<file path="config.mk">
export PLATFORM = sky130hd
export DESIGN_NAME = clk_period_monitor
export DESIGN_NICKNAME = d
export VERILOG_FILES = /design/src/rtl/clk_period_monitor_pkg.sv /design/src/rtl/sync_edge_detect.sv /design/src/rtl/clk_period_monitor.sv
export SDC_FILE = /design/constraint.sdc
export NUM_CORES = 1
export LEC_CHECK = 0
export BUFFER_PORTS_ARGS = -buffer_cell sky130_fd_sc_hd__buf_2
export CORE_MARGIN = 5
export CORE_UTILIZATION = 55
export DETAILED_ROUTE_END_ITERATION = 7
export MAX_ROUTING_LAYER = met4
export PLACE_DENSITY = 0.77
export SYNTH_ARGS = -nofsm -noshare
export SYNTH_HDL_FRONTEND = slang
export SYNTH_SLANG_ARGS = --single-unit
</file>
<file path="constraint.sdc">
create_clock -name clk -period 2.94 [get_ports clk]
set_input_delay 0 -clock clk [delete_from_list [all_inputs] [get_ports clk]]
set_output_delay 0 -clock clk [all_outputs]
set_load 0.005 [all_outputs]
</file>
<file path="src/rtl/clk_period_monitor_pkg.sv">
`default_nettype none
// ============================================================================
// Module      : clk_period_monitor_pkg
// Description : Shared definitions for the clock-monitor family. Holds the
//               monitor state encodings so future clock-monitor blocks agree
//               on them.
// Revision    : 1.0 - initial release
// ============================================================================
package clk_period_monitor_pkg;

    localparam int c_STATE_W = 2;

    // Monitor states
    localparam logic [c_STATE_W-1:0] c_IDLE   = 2'd0;  // waiting for the first edge
    localparam logic [c_STATE_W-1:0] c_MEAS   = 2'd1;  // measuring, not yet stable
    localparam logic [c_STATE_W-1:0] c_LOCKED = 2'd2;  // period stable
    localparam logic [c_STATE_W-1:0] c_LOST   = 2'd3;  // edges stopped

endpackage
`default_nettype wire

</file>
<file path="src/rtl/sync_edge_detect.sv">
`default_nettype none
// ============================================================================
// Module      : sync_edge_detect
// Description : Two-flop synchroniser for an asynchronous level, followed by
//               a history flop. Produces single-cycle rise and fall pulses
//               in the clk domain.
// Revision    : 1.0 - initial release
// ============================================================================
module sync_edge_detect (
    input  logic clk,
    input  logic rst,
    input  logic async_in,
    output logic rise,
    output logic fall
);

    logic r_s1;
    logic r_s2;
    logic r_prev;

    // Metastability filter (s1, s2) plus one cycle of history for edge detect
    always_ff @(posedge clk or posedge rst) begin
        if (rst) begin
            r_s1   <= 1'b0;
            r_s2   <= 1'b0;
            r_prev <= 1'b0;
        end else begin
            r_s1   <= async_in;
            r_s2   <= r_s1;
            r_prev <= r_s2;
        end
    end

    assign rise = r_s2 & ~r_prev;
    assign fall = ~r_s2 & r_prev;

endmodule
`default_nettype wire

</file>
<file path="src/rtl/clk_period_monitor.sv">
`default_nettype none
// ============================================================================
// Module      : clk_period_monitor
// Description : Measures the period and high time of a slow asynchronous
//               clock in system-clock cycles, flags lock once the period is
//               stable and flags loss when rising edges stop arriving.
// Revision    : 1.0 - initial release
// ============================================================================
module clk_period_monitor
    import clk_period_monitor_pkg::*;
#(
    parameter int WIDTH      = 16,
    parameter int TIMEOUT    = 50000,
    parameter int LOCK_COUNT = 4,
    parameter int TOLERANCE  = 1
) (
    input  logic             clk,
    input  logic             rst,
    input  logic             clk_in,
    output logic [WIDTH-1:0] period,
    output logic [WIDTH-1:0] high_time,
    output logic             period_valid,
    output logic             locked,
    output logic             lost
);

    localparam int                   c_MATCH_W   = $clog2(LOCK_COUNT + 1);
    localparam logic [WIDTH-1:0]     c_CNT_MAX   = '1;
    localparam logic [WIDTH-1:0]     c_CNT_ONE   = WIDTH'(1);
    localparam logic [WIDTH-1:0]     c_TIMEOUT   = WIDTH'(TIMEOUT);
    localparam logic [WIDTH:0]       c_TOL       = (WIDTH+1)'(TOLERANCE);
    localparam logic [c_MATCH_W-1:0] c_LOCK      = c_MATCH_W'(LOCK_COUNT);
    localparam logic [c_MATCH_W-1:0] c_MATCH_ONE = c_MATCH_W'(1);

    logic                 w_rise;
    logic                 w_fall;
    logic [WIDTH-1:0]     r_cnt;
    logic [c_STATE_W-1:0] r_state;
    logic [c_STATE_W-1:0] w_state_nxt;
    logic [c_MATCH_W-1:0] r_match_cnt;
    logic [c_MATCH_W-1:0] w_match_nxt;
    logic [c_MATCH_W-1:0] w_match_cand;
    logic [WIDTH-1:0]     r_period;
    logic [WIDTH-1:0]     w_period_nxt;
    logic [WIDTH-1:0]     r_high;
    logic [WIDTH-1:0]     w_high_nxt;
    logic                 r_valid;
    logic                 w_valid_nxt;
    logic                 r_locked;
    logic                 w_locked_nxt;
    logic                 r_lost;
    logic                 w_lost_nxt;
    logic [WIDTH:0]       w_cnt_x;
    logic [WIDTH:0]       w_per_x;
    logic [WIDTH:0]       w_diff;
    logic                 w_match;

    sync_edge_detect u_sync (
        .clk      (clk),
        .rst      (rst),
        .async_in (clk_in),
        .rise     (w_rise),
        .fall     (w_fall)
    );

    // Cycles since the last detected rise; restarts at 1 and never wraps
    always_ff @(posedge clk or posedge rst) begin
        if (rst) begin
            r_cnt <= '0;
        end else if (w_rise) begin
            r_cnt <= c_CNT_ONE;
        end else if (r_cnt != c_CNT_MAX) begin
            r_cnt <= r_cnt + c_CNT_ONE;
        end
    end

    // New period vs previous one, one bit wider so the subtraction cannot wrap
    assign w_cnt_x = {1'b0, r_cnt};
    assign w_per_x = {1'b0, r_period};
    assign w_diff  = (w_cnt_x >= w_per_x) ? (w_cnt_x - w_per_x) : (w_per_x - w_cnt_x);
    assign w_match = (w_diff <= c_TOL);

    // First period after a restart counts as 1; the run holds at LOCK_COUNT
    assign w_match_cand = ((r_match_cnt == '0) || !w_match) ? c_MATCH_ONE :
                          (r_match_cnt == c_LOCK)            ? r_match_cnt :
                                                               r_match_cnt + c_MATCH_ONE;

    // State register
    always_ff @(posedge clk or posedge rst) begin
        if (rst) begin
            r_state <= c_IDLE;
        end else begin
            r_state <= w_state_nxt;
        end
    end

    // Next state and next values of all reported outputs
    always_comb begin
        w_state_nxt  = r_state;
        w_match_nxt  = r_match_cnt;
        w_period_nxt = r_period;
        w_high_nxt   = r_high;
        w_valid_nxt  = 1'b0;
        w_locked_nxt = r_locked;
        w_lost_nxt   = r_lost;
        case (r_state)
            c_IDLE: begin
                if (w_rise) begin
                    w_state_nxt = c_MEAS;
                end
            end
            c_MEAS, c_LOCKED: begin
                if (w_rise) begin
                    w_period_nxt = r_cnt;
                    w_valid_nxt  = 1'b1;
                    w_match_nxt  = w_match_cand;
                    if (w_match_cand == c_LOCK) begin
                        w_state_nxt  = c_LOCKED;
                        w_locked_nxt = 1'b1;
                    end else begin
                        w_state_nxt  = c_MEAS;
                        w_locked_nxt = 1'b0;
                    end
                end else begin
                    if (w_fall) begin
                        w_high_nxt = r_cnt;
                    end
                    // A rise on the timeout cycle takes the branch above instead
                    if (r_cnt == c_TIMEOUT) begin
                        w_state_nxt  = c_LOST;
                        w_lost_nxt   = 1'b1;
                        w_locked_nxt = 1'b0;
                        w_match_nxt  = '0;
                    end
                end
            end
            c_LOST: begin
                // Recovery edge only restarts timing, like the first edge after reset
                if (w_rise) begin
                    w_state_nxt = c_MEAS;
                    w_lost_nxt  = 1'b0;
                end
            end
            default: begin
                w_state_nxt = c_IDLE;
            end
        endcase
    end

    // Output and match-run registers
    always_ff @(posedge clk or posedge rst) begin
        if (rst) begin
            r_match_cnt <= '0;
            r_period    <= '0;
            r_high      <= '0;
            r_valid     <= 1'b0;
            r_locked    <= 1'b0;
            r_lost      <= 1'b0;
        end else begin
            r_match_cnt <= w_match_nxt;
            r_period    <= w_period_nxt;
            r_high      <= w_high_nxt;
            r_valid     <= w_valid_nxt;
            r_locked    <= w_locked_nxt;
            r_lost      <= w_lost_nxt;
        end
    end

    assign period       = r_period;
    assign high_time    = r_high;
    assign period_valid = r_valid;
    assign locked       = r_locked;
    assign lost         = r_lost;

endmodule
`default_nettype wire

</file>
==> reports/metrics.yaml <==
synthesis.nets: 565
grt_overflow: 0
vias_per_cell: 5.758
yosysWarningCount: 0
post-route-min-period_ps: 3139
clk_latency_ps: 330
drc: 0
postSynth.asyncResetShare_pct: 100.0
drt_iter0_drc: 258
synth_edf_count: 0
drive_gt1_share_pct: 27.83
grt_pass1_vias: 4417
final.fill_count: 609
place_area_mm2: 0.005275
die_w_um: 99.70
power.total_uw: 4641
numPortBuffers: 37
cts_root_buffer: "clkbuf_8"
place_ws_ps: -228.8
h-tree-depth: 3
dr.pass1.iters: 4
antenna_found_initial: 0
grt_first_pass_wirelength_mm: 22.29
final_cell_mix: "buf_4, dfrtp_1, nand2_1, o21ai_0"
cts_buffers: 9
avgSynthCellArea_um2: 8.462
layout_commonest_cell: "buf_4"
antenna_cells: 0
end_kind: "register"
wl_per_cell_um: 17.46
required_ps: 3160
drv_slew: 0
hpwlAfterDp_mm: 10.14
grt_max_degree: 40
rows: 32
maxCapViolCount: 0
timing.final.ws_setup_ps: -198.9
finalHoldViolations: 0
ys_seq_area_share_pct: 33.36
status: "finished with violations"
worstSetupPathType: "register to register"
design_area_mm2: 0.005605
final_util_pct: 72.16
cts_tree: "built"
fmax_mhz: 318.6
place_congestion: 0.9462
grt_usage_pct: 28.79
start_util_pct: 56.97
cts.sinks: 59
clock_skew_ps: 7.751
relSlewSlack_pct: 44.62
yosys_register_bits: 59
violations: "setup timing"
core-area_mm2: 0.007767
setup_violations: 6
fin_crit_sh_pct: 106.8
rsz0062_at_grt: "true"
hold_path_class: "primary input to register"
syn_inst: 523
critPathMaxFanout: 5
p_leak_uw: 0.002834
via_count: 4353
dieHeight_um: 99.70
synth_cell_types: 68
path_clk_slew_ps: 70
die_area_mm2: 0.009940
synth_top_flop_cell: "dfrtp_1"
clockBufferDepth: 2
power_density_mw_per_mm2: 827.9
wl_mm: 13.20
ant_nets: 0
nNetsFinal: 691
tightest_slew_ps: 829.4
num_io_pins: 38
ir_worst_vdd_mv: 0.4784
cp-start-kind: "register"
syn2layout_area_growth_pct: 26.66
cp.arrival_ps: 3360
synthesis.area_mm2: 0.004425
synthesized netlist by cell type, drive strengths merged (7+ instances only):
| library cell | n | area (µm²) |
|---|---|---|
| a21boi | 7 | 67.57 |
| a21o | 13 | 97.59 |
| a21oi | 36 | 183.9 |
| and3 | 7 | 48.80 |
| buf | 12 | 88.83 |
| clkbuf | 8 | 30.03 |
| dfrtp | 59 | 1476 |
| ha | 37 | 462.9 |
| inv | 45 | 176.4 |
| nand2 | 61 | 234.0 |
| nand3 | 8 | 40.04 |
| nand4 | 15 | 106.4 |
| nor2 | 43 | 163.9 |
| nor3 | 15 | 86.34 |
| nor4 | 8 | 71.32 |
| o21ai | 54 | 270.3 |
| xnor2 | 21 | 191.4 |
| xor2 | 8 | 70.07 |
routing by layer:
layer	part of all wire, %	up-vias	global-route usage (%)
li1	-	2075	-
met1	44	2073	38.31
met2	47	176	45.10
met3	6.2	29	4.909
met4	2.5	0	8.613
met5	0	-	-
path summary, 6_finish.rpt:
check | slack (ps) | to | depth (start not counted) | startpoint
setup reg to reg | -200 | r_state[0]$_DFFE_PP0P_ | 13 | period[0]$_DFFE_PP0P_
setup / recovery | -200 | r_state[0]$_DFFE_PP0P_ | 13 | period[0]$_DFFE_PP0P_
hold reg to reg | 350 | u_sync.r_s2$_DFF_PP0_ | 0 | u_sync.r_s1$_DFF_PP0_
hold / removal | 320 | u_sync.r_s1$_DFF_PP0_ | 2 | clk_in
max in group asynchronous | 1750 | r_cnt[7]$_DFFE_PP0P_ | 4 | rst
min in group asynchronous | 400 | u_sync.r_s1$_DFF_PP0_ | 3 | rst
worst max-delay path: stages, from the launching register on:
cell      delay (ps)
dfrtp_1          380
inv_1             60
ha_2             180
inv_2             40
fa_2             360
a211oi_4         260
nor2_2           100
a21oi_2          160
o211ai_1         120
or4_4            550
a2111o_1         360
nand2_2          120
nand4_1          140
a21boi_2         190
cell families after synthesis:
logic type / count (synthesis) / synth area share, %
compound gates: 148 / 21.43
simple gates: 180 / 20.53
buf+inv: 66 / 6.955
xor+xnor: 29 / 5.909
fa+ha+maj: 39 / 11.37
flops: 59 / 33.36
mux: 2 / 0.4524
final cells by class:
type / count / area, µm² / share of cell area, %
sequential: 59 / 1476 / 26.34
tap: 102 / 127.6 / 2.277
clock buffer: 12 / 165.2 / 2.946
timing repair buffer: 136 / 937.1 / 16.72
inverter: 45 / 176.4 / 3.147
clock inverter: 4 / 47.55 / 0.8482
multi-input combinational: 398 / 2675 / 47.72
report_power, final:
group	leakage [µW]	internal (µW)	switching, µW	total [µW]
logic	0.00193	1420	1500	2920
clock network	0.000108	458	327	785
registers	0.000792	879	56.2	935
sequential cells by signal, indices dropped and copies added (netlist names):
register,count
u_sync.r_s1,1
period,16
r_match_cnt,3
r_state,2
u_sync.r_prev,1
locked,1
period_valid,1
lost,1
high_time,16
r_cnt,16
u_sync.r_s2,1
repair_timing:
action / CTS / global route
hold buffers: 2 / 0
endpoints found under the setup margin: 6 / 6
pin swaps: 12 / 5
cloned: 0 / 0
setup buffers: 8 / 0
resized for setup: 8 / 3
endpoints found under the hold margin: 39 / 0
stage by stage:
step | hold slack [ps] | setup TNS [ps] | cells
after floorplan | 31.43 | 0 | 523
after global placement | 111.6 | -307.9 | 730
after detailed placement | 109.9 | -802.3 | 730
after CTS | 300.5 | -654.5 | 756
after global routing | 346.4 | -1902 | 756
final | 322.5 | -991.5 | 756
Power figures use the tool's default switching activity.
